## src/rtl/score_pkg.sv

```systemverilog
// Shared types and constants for the score accumulator: bus width, FSM states,
// game-mode codes and level codes.
package score_pkg;

  // Every score, combo and count bus has this width, including the ones inside the hit interface.
  localparam int SCORE_W = 21;

  typedef logic [SCORE_W-1:0] score_t;

  localparam score_t SCORE_MAX = '1;

  typedef enum logic [1:0] {
    S_IDLE = 2'd0,
    S_PLAY = 2'd1,
    S_DONE = 2'd2
  } state_e;

  localparam logic [1:0] MOD_NORMAL  = 2'b00;
  localparam logic [1:0] MOD_NO_FAIL = 2'b01;

  localparam int LEVEL_W = 3;
  localparam logic [LEVEL_W-1:0] LEVEL_FAIL = 3'd6;

endpackage

```

## src/rtl/score_accumulator_if.sv

```systemverilog
// Hit bus between the per-note scoring stage (master) and the score accumulator
// (slave), including the registered values fed back to break the combinational loop.
interface score_accumulator_if;
  import score_pkg::*;

  logic               hit_valid;
  score_t             base_score;
  score_t             bonus_score;
  score_t             combo;
  logic [LEVEL_W-1:0] level;

  score_t             last_combo;
  score_t             last_base_score;
  score_t             now_cnt;

  modport master (
    output hit_valid, base_score, bonus_score, combo, level,
    input  last_combo, last_base_score, now_cnt
  );

  modport slave (
    input  hit_valid, base_score, bonus_score, combo, level,
    output last_combo, last_base_score, now_cnt
  );

endinterface

```

## src/rtl/score_accumulator_sat_add.sv

```systemverilog
// Unsigned adder that clamps to all-ones instead of wrapping.
module sat_add
  import score_pkg::*;
#(
  parameter int W = SCORE_W
) (
  input  logic [W-1:0] a,
  input  logic [W-1:0] b,
  output logic [W-1:0] sum
);

  logic [W:0] full;

  assign full = {1'b0, a} + {1'b0, b};
  assign sum  = full[W] ? '1 : full[W-1:0];

endmodule

```

## src/rtl/score_accumulator.sv

```systemverilog
// Per-song score accumulator with IDLE/PLAY/DONE sequencing and saturating totals.
// Health tracking and failure-ending are built only when SCORE_FAIL_DETECT_EN is defined.
module score_accumulator
  import score_pkg::*;
#(
  parameter int HP_MAX  = 200,
  parameter int HP_MISS = 20,
  parameter int HP_GAIN = 2
) (
  input  logic                clk,
  input  logic                rst_n,
  input  logic                start,
  input  logic                abort,
  input  score_t              total_note,
  input  logic [1:0]          mod,
  score_accumulator_if.slave  hit_if,
  output score_t              total_score,
  output score_t              max_combo,
  output logic [LEVEL_W-1:0]  final_level,
  output logic                playing,
  output logic                done,
  output logic                failed,
  output logic [7:0]          health
);

  localparam logic [7:0] HP_MAX_8 = 8'(HP_MAX);

  state_e             state_q, state_d;
  score_t             last_combo_q, last_combo_d;
  score_t             last_base_q, last_base_d;
  score_t             now_cnt_q, now_cnt_d;
  score_t             total_score_q, total_score_d;
  score_t             max_combo_q, max_combo_d;
  score_t             total_note_q, total_note_d;
  logic [LEVEL_W-1:0] final_level_q, final_level_d;

`ifdef SCORE_FAIL_DETECT_EN
  localparam logic [7:0] HP_MISS_8 = 8'(HP_MISS);
  localparam logic [7:0] HP_GAIN_8 = 8'(HP_GAIN);

  logic [1:0] mod_q, mod_d;
  logic [7:0] health_q, health_d;
  logic       failed_q, failed_d;
`else
  logic unused_mod;
  assign unused_mod = ^mod;
`endif

  score_t base_sum, hit_pts, total_sum, cnt_sum;

  sat_add u_base_acc  (.a(last_base_q),        .b(hit_if.base_score),  .sum(base_sum));
  sat_add u_hit_sum   (.a(hit_if.base_score),  .b(hit_if.bonus_score), .sum(hit_pts));
  sat_add u_total_acc (.a(total_score_q),      .b(hit_pts),            .sum(total_sum));
  sat_add u_cnt_acc   (.a(now_cnt_q),          .b(score_t'(1)),        .sum(cnt_sum));

  always_comb begin
    // NOTE: every _d starts as its _q, so any path that does not assign it holds the flop rather than inferring a latch.
    state_d       = state_q;
    last_combo_d  = last_combo_q;
    last_base_d   = last_base_q;
    now_cnt_d     = now_cnt_q;
    total_score_d = total_score_q;
    max_combo_d   = max_combo_q;
    total_note_d  = total_note_q;
    final_level_d = final_level_q;
`ifdef SCORE_FAIL_DETECT_EN
    mod_d         = mod_q;
    health_d      = health_q;
    failed_d      = failed_q;
`endif

    if (abort) begin
      state_d = S_IDLE;
    end else if (start) begin
      last_combo_d  = '0;
      last_base_d   = '0;
      now_cnt_d     = '0;
      total_score_d = '0;
      max_combo_d   = '0;
      total_note_d  = total_note;
      // An empty chart has nothing to play and finishes immediately.
      if (total_note == '0) begin
        state_d       = S_DONE;
        final_level_d = hit_if.level;
      end else begin
        state_d = S_PLAY;
      end
`ifdef SCORE_FAIL_DETECT_EN
      mod_d    = mod;
      health_d = HP_MAX_8;
      failed_d = 1'b0;
`endif
    end else if (state_q == S_PLAY && hit_if.hit_valid) begin
      last_combo_d  = hit_if.combo;
      last_base_d   = base_sum;
      total_score_d = total_sum;
      now_cnt_d     = cnt_sum;
      if (hit_if.combo > max_combo_q) max_combo_d = hit_if.combo;

      if (cnt_sum == total_note_q) begin
        state_d       = S_DONE;
        final_level_d = hit_if.level;
      end

`ifdef SCORE_FAIL_DETECT_EN
      if (hit_if.base_score == '0)
        health_d = (health_q <= HP_MISS_8) ? 8'd0 : health_q - HP_MISS_8;
      else
        health_d = (health_q >= HP_MAX_8 - HP_GAIN_8) ? HP_MAX_8 : health_q + HP_GAIN_8;

      // Depletion overrides a simultaneous chart completion and forces the fail level.
      if (health_d == 8'd0 && mod_q != MOD_NO_FAIL) begin
        state_d       = S_DONE;
        failed_d      = 1'b1;
        final_level_d = LEVEL_FAIL;
      end
`endif
    end
  end

  always_ff @(posedge clk or negedge rst_n) begin
    if (!rst_n) begin
      state_q       <= S_IDLE;
      last_combo_q  <= '0;
      last_base_q   <= '0;
      now_cnt_q     <= '0;
      total_score_q <= '0;
      max_combo_q   <= '0;
      total_note_q  <= '0;
      final_level_q <= LEVEL_FAIL;
`ifdef SCORE_FAIL_DETECT_EN
      mod_q         <= MOD_NORMAL;
      health_q      <= HP_MAX_8;
      failed_q      <= 1'b0;
`endif
    end else begin
      // NOTE: non-blocking assignments make every register update from pre-edge values, independent of statement order.
      state_q       <= state_d;
      last_combo_q  <= last_combo_d;
      last_base_q   <= last_base_d;
      now_cnt_q     <= now_cnt_d;
      total_score_q <= total_score_d;
      max_combo_q   <= max_combo_d;
      total_note_q  <= total_note_d;
      final_level_q <= final_level_d;
`ifdef SCORE_FAIL_DETECT_EN
      mod_q         <= mod_d;
      health_q      <= health_d;
      failed_q      <= failed_d;
`endif
    end
  end

  assign hit_if.last_combo      = last_combo_q;
  assign hit_if.last_base_score = last_base_q;
  assign hit_if.now_cnt         = now_cnt_q;
  assign total_score            = total_score_q;
  assign max_combo              = max_combo_q;
  assign final_level            = final_level_q;
  assign playing                = (state_q == S_PLAY);
  assign done                   = (state_q == S_DONE);

`ifdef SCORE_FAIL_DETECT_EN
  assign health = health_q;
  assign failed = failed_q;
`else
  assign health = HP_MAX_8;
  assign failed = 1'b0;
`endif

endmodule
```

## src/flat_wrapper.sv

```systemverilog
// flat-port wrapper written by rule: the top's interface ports become plain ports
module score_accumulator_flat import score_pkg::*;
#(
  parameter int HP_MAX  = 200,
  parameter int HP_MISS = 20,
  parameter int HP_GAIN = 2
)
  (clk, rst_n, start, abort, total_note, mod, total_score, max_combo, final_level, playing, done, failed, health, hit_if_hit_valid, hit_if_base_score, hit_if_bonus_score, hit_if_combo, hit_if_level, hit_if_last_combo, hit_if_last_base_score, hit_if_now_cnt);
  score_accumulator_if hit_if_i ();
  input  logic clk;
  input  logic rst_n;
  input  logic start;
  input  logic abort;
  input  score_t total_note;
  input  logic [1:0] mod;
  output score_t total_score;
  output score_t max_combo;
  output logic [LEVEL_W-1:0] final_level;
  output logic playing;
  output logic done;
  output logic failed;
  output logic [7:0] health;
  input wire logic [$bits(hit_if_i.hit_valid)-1:0] hit_if_hit_valid;
  input wire logic [$bits(hit_if_i.base_score)-1:0] hit_if_base_score;
  input wire logic [$bits(hit_if_i.bonus_score)-1:0] hit_if_bonus_score;
  input wire logic [$bits(hit_if_i.combo)-1:0] hit_if_combo;
  input wire logic [$bits(hit_if_i.level)-1:0] hit_if_level;
  output wire logic [$bits(hit_if_i.last_combo)-1:0] hit_if_last_combo;
  output wire logic [$bits(hit_if_i.last_base_score)-1:0] hit_if_last_base_score;
  output wire logic [$bits(hit_if_i.now_cnt)-1:0] hit_if_now_cnt;
  assign hit_if_i.hit_valid = hit_if_hit_valid;
  assign hit_if_i.base_score = hit_if_base_score;
  assign hit_if_i.bonus_score = hit_if_bonus_score;
  assign hit_if_i.combo = hit_if_combo;
  assign hit_if_i.level = hit_if_level;
  assign hit_if_last_combo = hit_if_i.last_combo;
  assign hit_if_last_base_score = hit_if_i.last_base_score;
  assign hit_if_now_cnt = hit_if_i.now_cnt;
  score_accumulator #(.HP_MAX(HP_MAX), .HP_MISS(HP_MISS), .HP_GAIN(HP_GAIN)) u_core (.clk(clk), .rst_n(rst_n), .start(start), .abort(abort), .total_note(total_note), .mod(mod), .hit_if(hit_if_i), .total_score(total_score), .max_combo(max_combo), .final_level(final_level), .playing(playing), .done(done), .failed(failed), .health(health));
endmodule
```

## config.mk

```make
export PLATFORM = sky130hd
export DESIGN_NAME = score_accumulator_flat
export DESIGN_NICKNAME = d
export VERILOG_FILES = /design/src/rtl/score_pkg.sv /design/src/rtl/score_accumulator_if.sv /design/src/rtl/score_accumulator_sat_add.sv /design/src/rtl/score_accumulator.sv /design/src/flat_wrapper.sv
export SDC_FILE = /design/constraint.sdc
export NUM_CORES = 1
export LEC_CHECK = 0
export CAP_MARGIN = 20
export CORE_MARGIN = 3
export CORE_UTILIZATION = 52
export CTS_BUF_LIST = sky130_fd_sc_hd__clkbuf_8 sky130_fd_sc_hd__clkbuf_16
export CTS_CLUSTER_SIZE = 12
export DETAILED_ROUTE_END_ITERATION = 8
export GPL_ROUTABILITY_DRIVEN = 0
export PLACE_DENSITY = 0.82
export SYNTH_ARGS = -nofsm -noshare
export SYNTH_HDL_FRONTEND = slang
export SYNTH_SLANG_ARGS = --single-unit
```

## constraint.sdc

```tcl
create_clock -name clk -period 3.9 [get_ports clk]
set_clock_uncertainty 0.1 [all_clocks]
set_input_delay 1.17 -clock clk [delete_from_list [all_inputs] [get_ports clk]]
set_output_delay 1.17 -clock clk [all_outputs]
set_load 0.02 [all_outputs]
```

==> impl_metrics.csv <==
group,metric,value,unit
outcome,status,"complete, but fails checks",
outcome,violations,"setup timing",
cts,path_clk_slew,0.06,ns
placed_design,numPlacedInstances,1652,
cts,numCtsBuffers,17,
power_and_ir_drop,max-vdd-ir-drop,0.000351,V
cts,insertion_delay,0.44,ns
critical_path,slowest_delay,0.36,ns
sta,period_minus_slack,5.30,ns
sta,final_max_slew_viol_count,0,
cts,cts.sinks,131,
critical_path,crit_path_end_kind,"flop",
hold_path,hold_class,"flop to flop",
critical_path,crit_path_frequent_cell,"buf_4",
yosys,ys.flop_type,"dfrtp_1",
placed_design,hpwl,23500,um
floorplan,ios,213,
power_and_ir_drop,swShare,36.8,%
floorplan,dieArea,20600,um2
hold_path,holdPathStages,1,
floorplan,row_count,49,
power_and_ir_drop,p_per_area,381,nW/um2
yosys,synth_area_leaders,"dfrtp_1 (33%), ha_1 (11%), nand2_1 (5.2%), o21ai_0 (4.4%), a21oi_1 (3.2%)",
sta,finalSetupTns,-28.17,ns
sta,finalHoldViolations,0,
sta,fin_ws,-1.40,ns
yosys,synthArstFlopShare,100,%
yosys,syn_area_per_cell,8.94,um2
yosys,synthCells,1100,
sta,grt_setup_unrepaired,"yes",
placed_design,dpl_cell_area,13300,um2
placed_design,portBuffers,201,
routing,drt-total-wl,37800,um
cts,cts_tree,"yes",
routing,post_drt_wl_per_cell,21.8,um
power_and_ir_drop,p_leak,6.75,nW
cts,cts_hold_buf,0,
routing,ant_nets,0,
critical_path,worstPathRequired,4.12,ns
cells_and_area,final_cell_mix,"buf_4 (211), clkdlybuf4s50_1 (167), nand2_1 (136), dfrtp_1 (129), ha_1 (64)",
grt,grt_usage,33.4,%
hold_path,min_to,"u_core.final_level[0]$_DFFE_PN0P_",
cells_and_area,final_cells,1737,
grt,overflow,0,
critical_path,r2r_cells,11,
grt,grt_first_pass_wirelength,54700,um
critical_path,reg2reg_from,"u_core.hit_if.now_cnt[1]$_DFFE_PN0P_",
hold_path,hold_start,"u_core.final_level[0]$_DFFE_PN0P_",
critical_path,path_max_fanout,5,
yosys,synthesis.area,9830,um2
cells_and_area,nFillCells,1098,
yosys,synth_edf_count,0,
cells_and_area,nets,1671,
yosys,yosysTopAreaCell,"dfrtp_1",
yosys,synth_seq_cells,131,
critical_path,worst_setup_path_start_kind,"primary input",
cts,cts.htree.levels,4,
floorplan,initial_core_util,53.8,%
power_and_ir_drop,internal_power,3.54,mW
cells_and_area,syn2layout_area_growth,49.5,%
yosys,yosysSeqAreaShare,33.4,%
sta,setup_viol,21,
power_and_ir_drop,p_seq_share,29.1,%
critical_path,reg2reg_to,"u_core.final_level[0]$_DFFE_PN0P_",
power_and_ir_drop,pwr-share-comb,41.5,%
power_and_ir_drop,pwr-share-clk,29.4,%
floorplan,fp.dieH,143,um
sta,max_freq,189,MHz
grt,antenna_found_initial,5,
routing,initialDrtViolationCount,1429,
sta,fin_crit_sh,136,%
routing,drt_pre_antenna_iters,7,
sta,relSlewSlack,36.9,%
cts,cts_root_buf,"clkbuf_16",
cells_and_area,drive_above_1_share,27.0,%
cells_and_area,final_common_cell,"buf_4",
routing,vias,11300,
power_and_ir_drop,power.switching,2.06,mW
yosys,synth_cell_type_count,81,
grt,grt_max_degree,99,
yosys,ys_warn_count,0,
placed_design,post-place-ws,-2.24,ns
cells_and_area,utilization,80.5,%
cells_and_area,stdcell_area,14700,um2
sta,worst_pin_slew,0.946,ns
cts,cts_buffer_depth,2,
job,max_cap_violations,0,
critical_path,critPathKind,"primary input to flop",
critical_path,critPathArrivalTime,5.52,ns
floorplan,die_w,143,um
yosys,synth_top_area_share,32.8,%
critical_path,path_cells,"dlygate4sd2_1, ha_4, buf_4, a211oi_4, o21bai_4, a21oi_4, buf_4, buf_4, o21bai_1, a21oi_1, xor2_1, nand2_1, ha_1, nand2_1, nor2_1, a22o_1, a31o_4, a2111oi_4, buf_4, nor3_4, o21ai_1, nand2_1",
grt,first_global_vias,10600,
routing,drc,0,
floorplan,core_area,18300,um2
routing,via_per_inst,6.48,
critical_path,r2r_setup_slack,0.18,ns
critical_path,crit_path_top_delay_cell,"dlygate4sd2_1",
-- power by group through the flow --
stage               Clock [mW]  Sequential (mW)  Combinational, mW
floorplan                    0             1.73               1.00
global placement             0             1.64               1.87
detailed placement           0             1.64               1.93
CTS                       1.65             1.62               2.09
global route              1.71             1.64               2.47
finish                    1.65             1.63               2.32
-- synthesized netlist by cell type, types with 11 or more instances --
cell and instances:
nand3_1 21, nand2b_1 13, nor2b_1 11, xnor2_1 32, ha_1 85, o21a_1 13, o21ai_0 87, mux2_2 22
a22o_1 23, a221o_1 22, a21o_1 31, xor2_1 25, nor3_1 18, nor2_1 61, a21oi_1 63, a31oi_1 11
dfrtp_1 129, o31ai_1 21, inv_1 43, clkbuf_1 37, nand4_1 15, a211oi_1 14, nand2_1 137, a31o_2 23
-- what timing repair did --
| item | 4_1_cts | 5_1_grt |
|---|---|---|
| setup endpoints to repair | 42 | 45 |
| cloned | 3 | 0 |
| setup buffers | 34 | 11 |
| gates resized for setup | 121 | 49 |
| pin swaps | 63 | 54 |
-- routing by layer --
layer  global-route usage [%]  wire length (um)
met1                     42.3             14200
met2                     54.7             17700
met3                     6.36              3510
met4                     17.0              2490
met5                        0                 0
-- kinds of logic after synthesis --
family / after synthesis / synth area share (%)
AOI/OAI and AO/OA: 357 / 25.1
xor gates and xnor gates: 58 / 5.31
adders and majority gates: 88 / 11.4
buffers and inverters: 102 / 4.79
DFF: 131 / 33.4
muxes: 28 / 3.17
other: 2 / 0.0764
and+or+nand+nor: 334 / 16.7
-- final cells by class --
type	count	area [um2]	area share, %
clock buffer	17	425	2.89
sequential	131	3280	22.3
tap	229	287	1.95
antenna	6	15.0	0.102
multi-input combinational	877	6690	45.5
clock inverter	15	168	1.14
timing repair buffer	419	3670	25.0
inverter	43	161	1.10
-- worst max-delay path by stage --
stage	start	cells after the start	end	slack, ns
global route	hit_if_base_score[16]	21	u_core.total_score[5]$_DFFE_PN0P_	-1.48
floorplan	hit_if_bonus_score[11]	20	u_core.total_score[1]$_DFFE_PN0P_	-1.29
CTS	hit_if_base_score[10]	21	u_core.total_score[3]$_DFFE_PN0P_	-1.16
global placement	hit_if_base_score[10]	20	u_core.total_score[10]$_DFFE_PN0P_	-1.95
detailed placement	hit_if_base_score[0]	20	u_core.total_score[3]$_DFFE_PN0P_	-2.24
finish	hit_if_base_score[2]	22	u_core.total_score[5]$_DFFE_PN0P_	-1.40
-- sequential cells by signal, summed over array words and instances, names as in the netlist --
name and count:
u_core.final_level 3, u_core.hit_if.last_base_score 21, u_core.hit_if.last_combo 21, u_core.hit_if.now_cnt 21, u_core.max_combo 21, u_core.state_q 2, u_core.total_note_q 21, u_core.total_score 21
-- worst max-delay path, delay by kind of cell --
kind / cells / cell delay (ns)
and+or+nand+nor: 5 / 0.44
AOI/OAI and AO/OA: 9 / 2.02
buffers and inverters: 5 / 0.99
xor gates and xnor gates: 1 / 0.26
adders and majority gates: 2 / 0.61
-- per-stage QoR --
step	power, mW	hold WS (ns)
floorplan	2.74	0.387
detailed placement	3.57	0.382
finish	5.60	0.390
global placement	3.51	0.368
CTS	5.36	0.398
global route	5.82	0.426
No activity file was read; power rests on OpenSTA's default activity.
==> patch: new RTL, same settings <==
`LEVEL_W`: 3 -> 4.
--- a/src/rtl/score_pkg.sv
+++ b/src/rtl/score_pkg.sv
@@ -20,3 +20,3 @@
 
-  localparam int LEVEL_W = 3;
+  localparam int LEVEL_W = 4;
   localparam logic [LEVEL_W-1:0] LEVEL_FAIL = 3'd6;
Interface: changed (resized final_level and hit_if_level); port bits go from 213 to 215. No check against the original RTL was run, so the function may have changed too.
==> patch against the unedited design <==
  * The flow still finishes with violations (setup timing)
  * Routed wire length fell by 11%
  * Cell area fell by 3.2%
  * Worst setup slack got worse by 0.12 ns
  * Via count fell by 6.4%
  * Count of clock-buffer cells in the layout did not move
  * Non-clock buffer count fell by 42
  * Power fell by 9.4%
  * Combinational power fell by 16%
  * Sequential power fell by 4%
  * Area after synthesis fell by 1.6%
  * Sequential cell count rose by 1
  * Global-route usage fell by 1.5 points
  * Critical path type unchanged
  * Largest cell class unchanged
  * Highest routed layer unchanged
==> patch: results (changes against the unedited design) <==
Met2 usage: 54.06% (was 54.66%)
CTS root buf: clkbuf_16 (unchanged)
# setup viols final: 21 (unchanged)
Diode count: 0 (was 6)
Fraction of area in multi-input gates: 45.87% (was 45.53%)
Met2 wire len: 16.13 mm (was 17.67 mm)
Seq_cells: 132 (was 131)
R2R setup slack: 0.22 ns (was 0.18 ns)
Met1 usage: 39.45% (was 42.32%)
Clk_lat worst skew: 0.42 ns (was 0.44 ns)
Register area: 3306 um2 (was 3281 um2)
Synth-to-layout area growth: 47.07% (was 49.52%)
CP Capture Point: u_core.total_score[14]$_DFFE_PN0P_ (was u_core.total_score[5]$_DFFE_PN0P_)
First-pass GRT wire length: 52.16 mm (was 54.72 mm)
GRT met3 Usage: 8.300% (was 6.356%)
Failing checks: setup timing (unchanged)
Comb_multi_in: 908 (was 877)
Non-clk buf share: 23.78% (was 24.97%)
WL final: 33.64 mm (was 37.82 mm)
Clock network area share: 3.982% (was 4.035%)
Setup TNS: -30.70 ns (was -28.17 ns)
Iter 0 DRT Violations: 1009 (was 1429)
DR vias: 10529 (was 11254)
GRT Util Overall: 31.92% (was 33.42%)
Reg-to-Reg End: u_core.final_level[3]$_DFFE_PN0P_ (was u_core.final_level[0]$_DFFE_PN0P_)
Port Buf Inserts: 203 (was 201)
Crit path DAT: 5.62 ns (was 5.52 ns)
Buffers excl. clock: 377 (was 419)
Seq/Total Area, Yosys: 34.16% (was 33.37%)
Status: complete, but fails checks (unchanged)
Synth Area in XOR/XNOR: 6.154% (was 5.307%)
Area share of fa/ha/maj cells after synthesis: 11.61% (was 11.43%)
Top post-synthesis cells by area: dfrtp_1 34%, ha_1 11%, nand2_1 8.3%, o21ai_0 5.4%, xnor2_1 4.0% (was dfrtp_1 33%, ha_1 11%, nand2_1 5.2%, o21ai_0 4.4%, a21oi_1 3.2%)
Post-DP Area: 13240 um2 (was 13350 um2)
Critical path origin: hit_if_base_score[5] (was hit_if_base_score[2])
Number of global-route vias before repair: 10280 (was 10594)
Clock slew at reported path FFs: 0.07 ns
Antenna violations before repair: 0 (was 5)
M1 WL: 13.00 mm (was 14.15 mm)
Top post-synthesis cells by count: 215 x nand2_1, 130 x dfrtp_1, 104 x o21ai_0, 85 x ha_1, 64 x a21oi_1 (was 137 x nand2_1, 129 x dfrtp_1, 87 x o21ai_0, 85 x ha_1, 63 x a21oi_1)
Synth Area in Compound Gates: 22.92% (was 25.12%)
CP Capture Type: flip-flop (unchanged)
Worst path slowest cell: a311oi_2 (was dlygate4sd2_1)
Share of layout cells above drive strength 1: 21.72% (was 26.96%)
Final setup margin: -1.527 ns (was -1.404 ns)
First-pass DRT Iterations: 5 (was 7)
Pin count of the biggest net entering global routing: 105 (was 99)
# fillers: 1148 (was 1098)
R2R depth: 10 (was 11)
Layout Cells excl Fill: 1721 (was 1737)
Pre-CTS setup slack: -2.292 ns (was -2.240 ns)
P_leak: 6.642 nW (was 6.754 nW)
Syn Inst Count: 1127 (was 1100)
Net load switching power: 0.001806 W (was 0.002063 W)
Post-synthesis mux area share: 0.8403% (was 3.169%)
Met3 Routed Length: 3.217 mm (was 3.509 mm)
patch: changes by cell type after synthesis, sizes merged, moves of 5 or more:
cell,before,now
a32o,4,22
a221o,23,2
o21ai,88,104
o31ai,21,6
a31o,23,3
a32oi,5,0
nand2,137,218
mux2,25,5
clkbuf,41,36
nor4,10,15
nor2,62,53
xnor2,32,44
patch: what timing repair did:
action | CTS | global route
pin swaps | 60 | 23
endpoints found under the setup margin | 21 | 21
setup buffers | 15 | 3
resized for setup | 124 | 23
gates cloned | 1 | 0
patch: how the worst min path moves through the flow:
stage,start,to,slack [ns],depth (start not counted)
floorplan,u_core.total_note_q[13]$_DFFE_PN0P_,u_core.total_note_q[13]$_DFFE_PN0P_,0.36,2
global placement,u_core.hit_if.last_combo[0]$_DFFE_PN0P_,u_core.hit_if.last_combo[0]$_DFFE_PN0P_,0.37,2
detailed placement,u_core.hit_if.last_combo[0]$_DFFE_PN0P_,u_core.hit_if.last_combo[0]$_DFFE_PN0P_,0.39,2
CTS,u_core.hit_if.last_combo[0]$_DFFE_PN0P_,u_core.hit_if.last_combo[0]$_DFFE_PN0P_,0.41,2
global route,u_core.hit_if.last_combo[7]$_DFFE_PN0P_,u_core.hit_if.last_combo[7]$_DFFE_PN0P_,0.42,1
finish,u_core.hit_if.last_combo[0]$_DFFE_PN0P_,u_core.hit_if.last_combo[0]$_DFFE_PN0P_,0.40,2
patch: power by group through the flow:
stage          Sequential [W]  Clock, W  Combinational [W]
2_1_floorplan         0.00163         0           0.000896
3_3_place_gp          0.00157         0            0.00166
3_5_place_dp          0.00158         0            0.00171
4_1_cts               0.00155   0.00158            0.00183
5_1_grt               0.00157   0.00165            0.00209
6_report              0.00156   0.00156            0.00196
